<file path="src/rtl/sram_req_arbiter.sv">
// Fixed-priority (data over inst) arbiter sharing one SRAM-like port between
// the fetch and MEM-stage masters, with an in-order ID FIFO steering each response.

module sram_req_arbiter_chk #(
    parameter int MAX_OUTS = 2,
    parameter int CNT_W    = $clog2(MAX_OUTS + 1)
) (
    input logic             clk,
    input logic             resetn,
    input logic [CNT_W-1:0] count_i,
    input logic             bus_req_i,
    input logic             inst_addr_ok_i,
    input logic             data_addr_ok_i,
    input logic             inst_data_ok_i,
    input logic             data_data_ok_i
);

    a_count_bound: assert property (@(posedge clk) disable iff (!resetn)
        count_i <= CNT_W'(MAX_OUTS));

    a_one_addr_ok: assert property (@(posedge clk) disable iff (!resetn)
        !(inst_addr_ok_i && data_addr_ok_i));

    a_one_data_ok: assert property (@(posedge clk) disable iff (!resetn)
        !(inst_data_ok_i && data_data_ok_i));

    a_ack_needs_req: assert property (@(posedge clk) disable iff (!resetn)
        (inst_addr_ok_i || data_addr_ok_i) |-> bus_req_i);

    a_no_req_when_full: assert property (@(posedge clk) disable iff (!resetn)
        (count_i == CNT_W'(MAX_OUTS)) |-> !bus_req_i);

endmodule

module sram_req_arbiter #(
    parameter int MAX_OUTS = 2,
    parameter int CNT_W    = $clog2(MAX_OUTS + 1)
) (
    input  logic        clk,
    input  logic        resetn,
    input  logic        inst_req,
    input  logic [31:0] inst_addr,
    output logic        inst_addr_ok,
    output logic        inst_data_ok,
    output logic [31:0] inst_rdata,
    input  logic        data_req,
    input  logic        data_wr,
    input  logic [3:0]  data_wstrb,
    input  logic [31:0] data_addr,
    input  logic [31:0] data_wdata,
    output logic        data_addr_ok,
    output logic        data_data_ok,
    output logic [31:0] data_rdata,
    output logic        bus_req,
    output logic        bus_wr,
    output logic [3:0]  bus_wstrb,
    output logic [31:0] bus_addr,
    output logic [31:0] bus_wdata,
    input  logic        bus_addr_ok,
    input  logic        bus_data_ok,
    input  logic [31:0] bus_rdata
);

    localparam int PTR_W = (MAX_OUTS > 1) ? $clog2(MAX_OUTS) : 1;
    localparam logic [CNT_W-1:0] CNT_MAX  = CNT_W'(MAX_OUTS);
    localparam logic [PTR_W-1:0] PTR_LAST = PTR_W'(MAX_OUTS - 1);
    localparam logic OWN_INST = 1'b0;
    localparam logic OWN_DATA = 1'b1;

    typedef enum logic [0:0] {
        ST_ARB  = 1'b0,
        ST_HOLD = 1'b1
    } state_e;

    state_e              state_q, state_d;
    logic                owner_q, owner_d;
    logic [CNT_W-1:0]    count_q, count_d;
    logic [PTR_W-1:0]    wr_ptr_q, wr_ptr_d;
    logic [PTR_W-1:0]    rd_ptr_q, rd_ptr_d;
    logic [MAX_OUTS-1:0] id_q, id_d;

    logic owner_s;
    logic owner_req_s;
    logic full_s;
    logic push_s;
    logic pop_s;
    logic head_s;

    function automatic logic [PTR_W-1:0] ptr_next(input logic [PTR_W-1:0] ptr);
        logic [PTR_W-1:0] nxt;
        if (ptr == PTR_LAST) begin
            nxt = {PTR_W{1'b0}};
        end else begin
            nxt = ptr + PTR_W'(1);
        end
        return nxt;
    endfunction

    // Owner selection: live priority in ARB, frozen owner while a request stalls
    always_comb begin
        owner_s     = owner_q;
        owner_req_s = 1'b0;
        if (state_q == ST_HOLD) begin
            owner_s = owner_q;
        end else begin
            owner_s = data_req ? OWN_DATA : OWN_INST;
        end
        case (owner_s)
            OWN_DATA: owner_req_s = data_req;
            default:  owner_req_s = inst_req;
        endcase
    end

    // Request qualification; reset forces the port idle without waiting for a clock
    always_comb begin
        full_s  = (count_q == CNT_MAX);
        bus_req = owner_req_s & ~full_s & resetn;
        push_s  = bus_req & bus_addr_ok;
        pop_s   = bus_data_ok & (count_q != {CNT_W{1'b0}});
        head_s  = id_q[rd_ptr_q];
    end

    // Forward the owner's request fields; fetches are always plain reads
    always_comb begin
        bus_wr    = 1'b0;
        bus_wstrb = 4'b0000;
        bus_addr  = 32'h0000_0000;
        bus_wdata = 32'h0000_0000;
        case (owner_s)
            OWN_DATA: begin
                bus_wr    = data_wr;
                bus_wstrb = data_wstrb;
                bus_addr  = data_addr;
                bus_wdata = data_wdata;
            end
            default: begin
                bus_wr    = 1'b0;
                bus_wstrb = 4'b0000;
                bus_addr  = inst_addr;
                bus_wdata = 32'h0000_0000;
            end
        endcase
    end

    // Acknowledge steering: address acks follow the owner, responses follow the FIFO head
    always_comb begin
        inst_addr_ok = push_s & (owner_s == OWN_INST);
        data_addr_ok = push_s & (owner_s == OWN_DATA);
        inst_data_ok = pop_s & (head_s == OWN_INST);
        data_data_ok = pop_s & (head_s == OWN_DATA);
        inst_rdata   = bus_rdata;
        data_rdata   = bus_rdata;
    end

    // Grant FSM next state: leave HOLD on acceptance or when the owner withdraws
    always_comb begin
        state_d = state_q;
        owner_d = owner_q;
        case (state_q)
            ST_ARB: begin
                if (bus_req && !bus_addr_ok) begin
                    state_d = ST_HOLD;
                    owner_d = owner_s;
                end else begin
                    state_d = ST_ARB;
                end
            end
            ST_HOLD: begin
                if (push_s) begin
                    state_d = ST_ARB;
                end else if (!owner_req_s) begin
                    state_d = ST_ARB;
                end else begin
                    state_d = ST_HOLD;
                end
            end
            default: begin
                state_d = ST_ARB;
                owner_d = OWN_INST;
            end
        endcase
    end

    // Outstanding-ID FIFO bookkeeping; push and pop may happen in the same cycle
    always_comb begin
        id_d     = id_q;
        wr_ptr_d = wr_ptr_q;
        rd_ptr_d = rd_ptr_q;
        count_d  = count_q;
        if (push_s) begin
            id_d[wr_ptr_q] = owner_s;
            wr_ptr_d       = ptr_next(wr_ptr_q);
        end else begin
            wr_ptr_d = wr_ptr_q;
        end
        if (pop_s) begin
            rd_ptr_d = ptr_next(rd_ptr_q);
        end else begin
            rd_ptr_d = rd_ptr_q;
        end
        case ({push_s, pop_s})
            2'b10:   count_d = count_q + CNT_W'(1);
            2'b01:   count_d = count_q - CNT_W'(1);
            default: count_d = count_q;
        endcase
    end

    // State and FIFO registers
    always_ff @(posedge clk or negedge resetn) begin
        if (!resetn) begin
            state_q  <= ST_ARB;
            owner_q  <= OWN_INST;
            count_q  <= {CNT_W{1'b0}};
            wr_ptr_q <= {PTR_W{1'b0}};
            rd_ptr_q <= {PTR_W{1'b0}};
            id_q     <= {MAX_OUTS{1'b0}};
        end else begin
            state_q  <= state_d;
            owner_q  <= owner_d;
            count_q  <= count_d;
            wr_ptr_q <= wr_ptr_d;
            rd_ptr_q <= rd_ptr_d;
            id_q     <= id_d;
        end
    end

    sram_req_arbiter_chk #(
        .MAX_OUTS (MAX_OUTS),
        .CNT_W    (CNT_W)
    ) u_chk (
        .clk            (clk),
        .resetn         (resetn),
        .count_i        (count_q),
        .bus_req_i      (bus_req),
        .inst_addr_ok_i (inst_addr_ok),
        .data_addr_ok_i (data_addr_ok),
        .inst_data_ok_i (inst_data_ok),
        .data_data_ok_i (data_data_ok)
    );

endmodule

</file>
<file path="config.mk">
export PLATFORM = sky130hd
export DESIGN_NAME = sram_req_arbiter
export DESIGN_NICKNAME = d
export VERILOG_FILES = /design/src/rtl/sram_req_arbiter.sv
export SDC_FILE = /design/constraint.sdc
export NUM_CORES = 1
export LEC_CHECK = 0
export ABC_AREA = 0
export CORE_AREA = 5 5 105 107
export CTS_BUF_LIST = sky130_fd_sc_hd__clkbuf_2 sky130_fd_sc_hd__clkbuf_4 sky130_fd_sc_hd__clkbuf_8
export DETAILED_ROUTE_END_ITERATION = 8
export DIE_AREA = 0 0 110 112
export GPL_ROUTABILITY_DRIVEN = 0
export PLACE_DENSITY = 0.78
export SLEW_MARGIN = 20
export SYNTH_ARGS = -nofsm -noshare
export SYNTH_HDL_FRONTEND = slang
export SYNTH_SLANG_ARGS = --single-unit
</file>
<file path="constraint.sdc">
create_clock -name clk -period 2.8 [get_ports clk]
set_input_delay 0.28 -clock clk [delete_from_list [all_inputs] [get_ports clk]]
set_output_delay 0.28 -clock clk [all_outputs]
set_load 0.01 [all_outputs]
</file>
==> run metrics, run 1 <==
internal power component=0.0008479 W; number of detailed-routing iterations run before antenna repair=4; final max-slew violation count=0; drt drc=0; TritonCTS buffer count=3; maximum number of pins on one net before global-route repair=between 70 and 80; synthesized cell area=1713 sq um; Final Hold Fails=0; hold-fix buffer count after cts=0; IR drop worst, VDD=a little over 0.2 mV; total power per unit cell area=397.8 nW/um^2; floorplan die area=12320 sq um; final setup margin=0.2301 ns; slowest cell on the critical path=sky130_fd_sc_hd__clkdlybuf4s50_1; detailed placer's ending HPWL=5961 microns; Final ANT Viol Nets=0; endpoint required time on the critical path=2.52 ns; via count=1651; antenna violations before repair=0; number of distinct library cells after synthesis=31; area of the core region=about 10000 sq um; clock tree from TritonCTS=done; horizontal die dimension=110 microns; total global-route track usage=10.06%; FP Rows=37; area delta synth->final=88.17%; slowest cell delay on critical path=between 0.5 and 0.6 ns; unrepaired setup endpoints after global routing=false; cell count after synthesis=186; Flop pwr share=16.4%; signal arrival time at the worst endpoint=2.29 ns; Worst R2R Path Depth=4; clk_lat worst skew=0.23 ns; part of the power in the clock network=11.1%; mean instance size in the synthesized netlist=9.209 sq um; cell type with the highest occurrence count on the critical path=sky130_fd_sc_hd__clkdlybuf4s50_1; prevailing post-synth register cell=sky130_fd_sc_hd__dfrtp_1; leading cell type in the layout, fill and taps excluded=sky130_fd_sc_hd__clkdlybuf4s50_1; GRT Residual Overflow=0; vertical die dimension=112 microns; Clock Sink Count=8; number of gates on the worst path with buffers counted=5; fill cell instance count of the final layout=1068; number of synthesized flops with an enable pin=0; first-iteration detailed-routing DRC count=64; count of input and output buffers=180; total net switching power=0.0004343 W; number of inserted diodes=0; period utilization=91.78%; most frequent cells in the layout=sky130_fd_sc_hd__clkdlybuf4s50_1 (180), sky130_fd_sc_hd__nor2b_1 (38), sky130_fd_sc_hd__mux2_4 (29); register area share after synthesis=11.69%; final WL=6917 microns; total negative slack for setup checks=0 ns; post-placement cell area=3182 sq um; wire length of the first global-routing pass=9818 microns; total number of yosys warnings=0; list of cells traversed by the critical path=clkdlybuf4s50_1 > mux2i_4 > buf_12 > mux2_2 > clkdlybuf4s50_1; clock-pin slew reported for the worst setup and hold paths after clock tree synthesis=about 0.040 ns; count of buffer and inverter cells on the critical path=3; Post-synth ARST share=100.0%; number of instances resized during post-cts repair=0; P_leak=roughly 1.3 nW; root buf cell=sky130_fd_sc_hd__clkbuf_8; worst setup path class=input pin to output port; I/O pins=approximately 280; headroom to the max-slew limit=a little over two thirds; Max Freq=389.1 MHz; effective utilization at floorplan=around 17%; Setup Skew=0.001334 ns; Critical Path Fanout Max=73; kind of end point of the critical path=output port; via/cell ratio=between 3 and 4; number of failing setup endpoints in the final timing report=0; Wirelength per Cell=roughly 16 microns; cell area after layout=3223 sq um; number of setup buffers added after CTS=0; portion of total power attributed to combinational logic=72.5%; Period minus WS final=2.570 ns; Worst Hold Slack=0.3749 ns; number of maximum-capacitance violations=0; number of global-route vias before repair=1800; Synthesized Nets=325; class of the most critical hold timing path=input pin to async pin; share of layout cells above drive strength 1=15.67%; H-Tree Level Count=1; family of cells with the greatest summed delay on the critical path=buffers and inverters; element type at the critical path start=input pin; maximum number of buffers from clock root to sink=2; slew at the pin with the worst max-slew slack=0.4457 ns; Net Sw Frac=33.87%; post-place setup slack=0.2474 ns; number of nets at the end of the flow=441; result of the run=finished, final reports clean; number of register bits inferred by synthesis=8
## cell type report
type	count	area, sq um	area share (%)
Clock buffer	3	41.29	1.281
Sequential cell	8	200.2	6.211
Timing Repair Buffer	182	1829	56.75
Tap cell	136	170.2	5.279
Multi-Input combinational cell	107	982.2	30.47
## through the flow
step / utilization [%] / std cells / power (W)
3_5_place_dp: 31.67 / 433 / 0.001148
5_1_grt: 32.08 / 436 / 0.001353
3_3_place_gp: 31.67 / 433 / 0.001129
6_report: 32.08 / 436 / 0.001282
2_1_floorplan: - / 186 / 0.0007486
4_1_cts: 32.08 / 436 / 0.001297
## final timing paths
path | from | to | slack (ns)
min in group clk | rd_ptr_q | rd_ptr_q | 0.50
min | resetn | count_q[1] | 0.37
max in group asynchronous | resetn | owner_q | 2.29
max | data_req | bus_addr[4] | 0.23
min reg2reg | rd_ptr_q | rd_ptr_q | 0.50
max reg2reg | count_q[1] | owner_q | 1.28
## sequential cells by signal (all words and copies together) (netlist names)
name and cells:
count_q 2, id_q 2, owner_q 1, rd_ptr_q 1
state_q 1, wr_ptr_q 1
## cells by family (layout without fill, tap and decap cells)
logic type | count (synthesis) | count (layout) | share of synthesized area [%]
AO/OA/AOI/OAI | 11 | 11 | 4.748
XOR/XNOR | 3 | 3 | 1.534
buffers and inverters | 71 | 185 | 30.97
flip-flops | 8 | 8 | 11.69
multiplexers | 36 | 36 | 30.53
AND/OR/NAND/NOR | 57 | 57 | 20.53
## layer usage
metal | vias to the layer above | track usage [%] | routed length, microns
met5 | - | 0 | 0
met4 | 0 | 4.572 | 255
met3 | 27 | 4.638 | 966
met2 | 127 | 16.71 | 3268
met1 | 715 | 10.74 | 2427
li1 | 782 | - | -
## worst register-to-register path, cell delays in order (launching register included)
cell                       delay, ns
sky130_fd_sc_hd__dfrtp_1        0.41
sky130_fd_sc_hd__nor2b_1        0.19
sky130_fd_sc_hd__nand2b_1       0.20
sky130_fd_sc_hd__nor4_1         0.23
sky130_fd_sc_hd__mux2_2         0.37
## Yosys cell counts, types with 2 or more instances
library cell | n | area share, %
sky130_fd_sc_hd__buf_4 | 64 | 28
sky130_fd_sc_hd__nor2b_1 | 38 | 14
sky130_fd_sc_hd__mux2_4 | 29 | 25
sky130_fd_sc_hd__dfrtp_1 | 8 | 12
sky130_fd_sc_hd__mux2_2 | 4 | 2.6
sky130_fd_sc_hd__nand2_1 | 4 | 0.88
sky130_fd_sc_hd__buf_6 | 3 | 2.0
sky130_fd_sc_hd__clkbuf_1 | 3 | 0.66
sky130_fd_sc_hd__nor2_1 | 3 | 0.66
sky130_fd_sc_hd__xnor2_1 | 3 | 1.5
sky130_fd_sc_hd__a21oi_1 | 2 | 0.58
sky130_fd_sc_hd__a31oi_1 | 2 | 0.73
sky130_fd_sc_hd__mux2i_1 | 2 | 1.2
sky130_fd_sc_hd__nand2b_1 | 2 | 0.73
sky130_fd_sc_hd__nor4_1 | 2 | 0.73
sky130_fd_sc_hd__or2_2 | 2 | 0.73
## power by group through the flow
stage | Clock, W | Combinational, W | Sequential [W]
after floorplan | 0 | 0.000546 | 0.000202
after global placement | 0 | 0.000919 | 0.000210
after detailed placement | 0 | 0.000935 | 0.000213
after CTS | 0.000143 | 0.000942 | 0.000211
after global routing | 0.000148 | 0.000986 | 0.000219
final | 0.000142 | 0.000929 | 0.000211
No activity file was read; power rests on OpenSTA's default activity.
==> inputs of run 2 (changes only) <==
--- a/config.mk
+++ b/config.mk
@@ -11,6 +11,7 @@
 export DETAILED_ROUTE_END_ITERATION = 8
 export DIE_AREA = 0 0 110 112
 export GPL_ROUTABILITY_DRIVEN = 0
+export HOLD_SLACK_MARGIN = 0.05
 export PLACE_DENSITY = 0.78
 export SLEW_MARGIN = 20
 export SYNTH_ARGS = -nofsm -noshare
==> results of run 2 <==
Same layout as run 1: the final DEF is identical, and so are final timing and power.
==> inputs of run 3 (changes only) <==
--- a/config.mk
+++ b/config.mk
@@ -17,3 +17,4 @@
 export SYNTH_ARGS = -nofsm -noshare
 export SYNTH_HDL_FRONTEND = slang
 export SYNTH_SLANG_ARGS = --single-unit
+export TNS_END_PERCENT = 20
==> results of run 3 <==
Same layout as run 1: the final DEF is identical, and so are final timing and power.
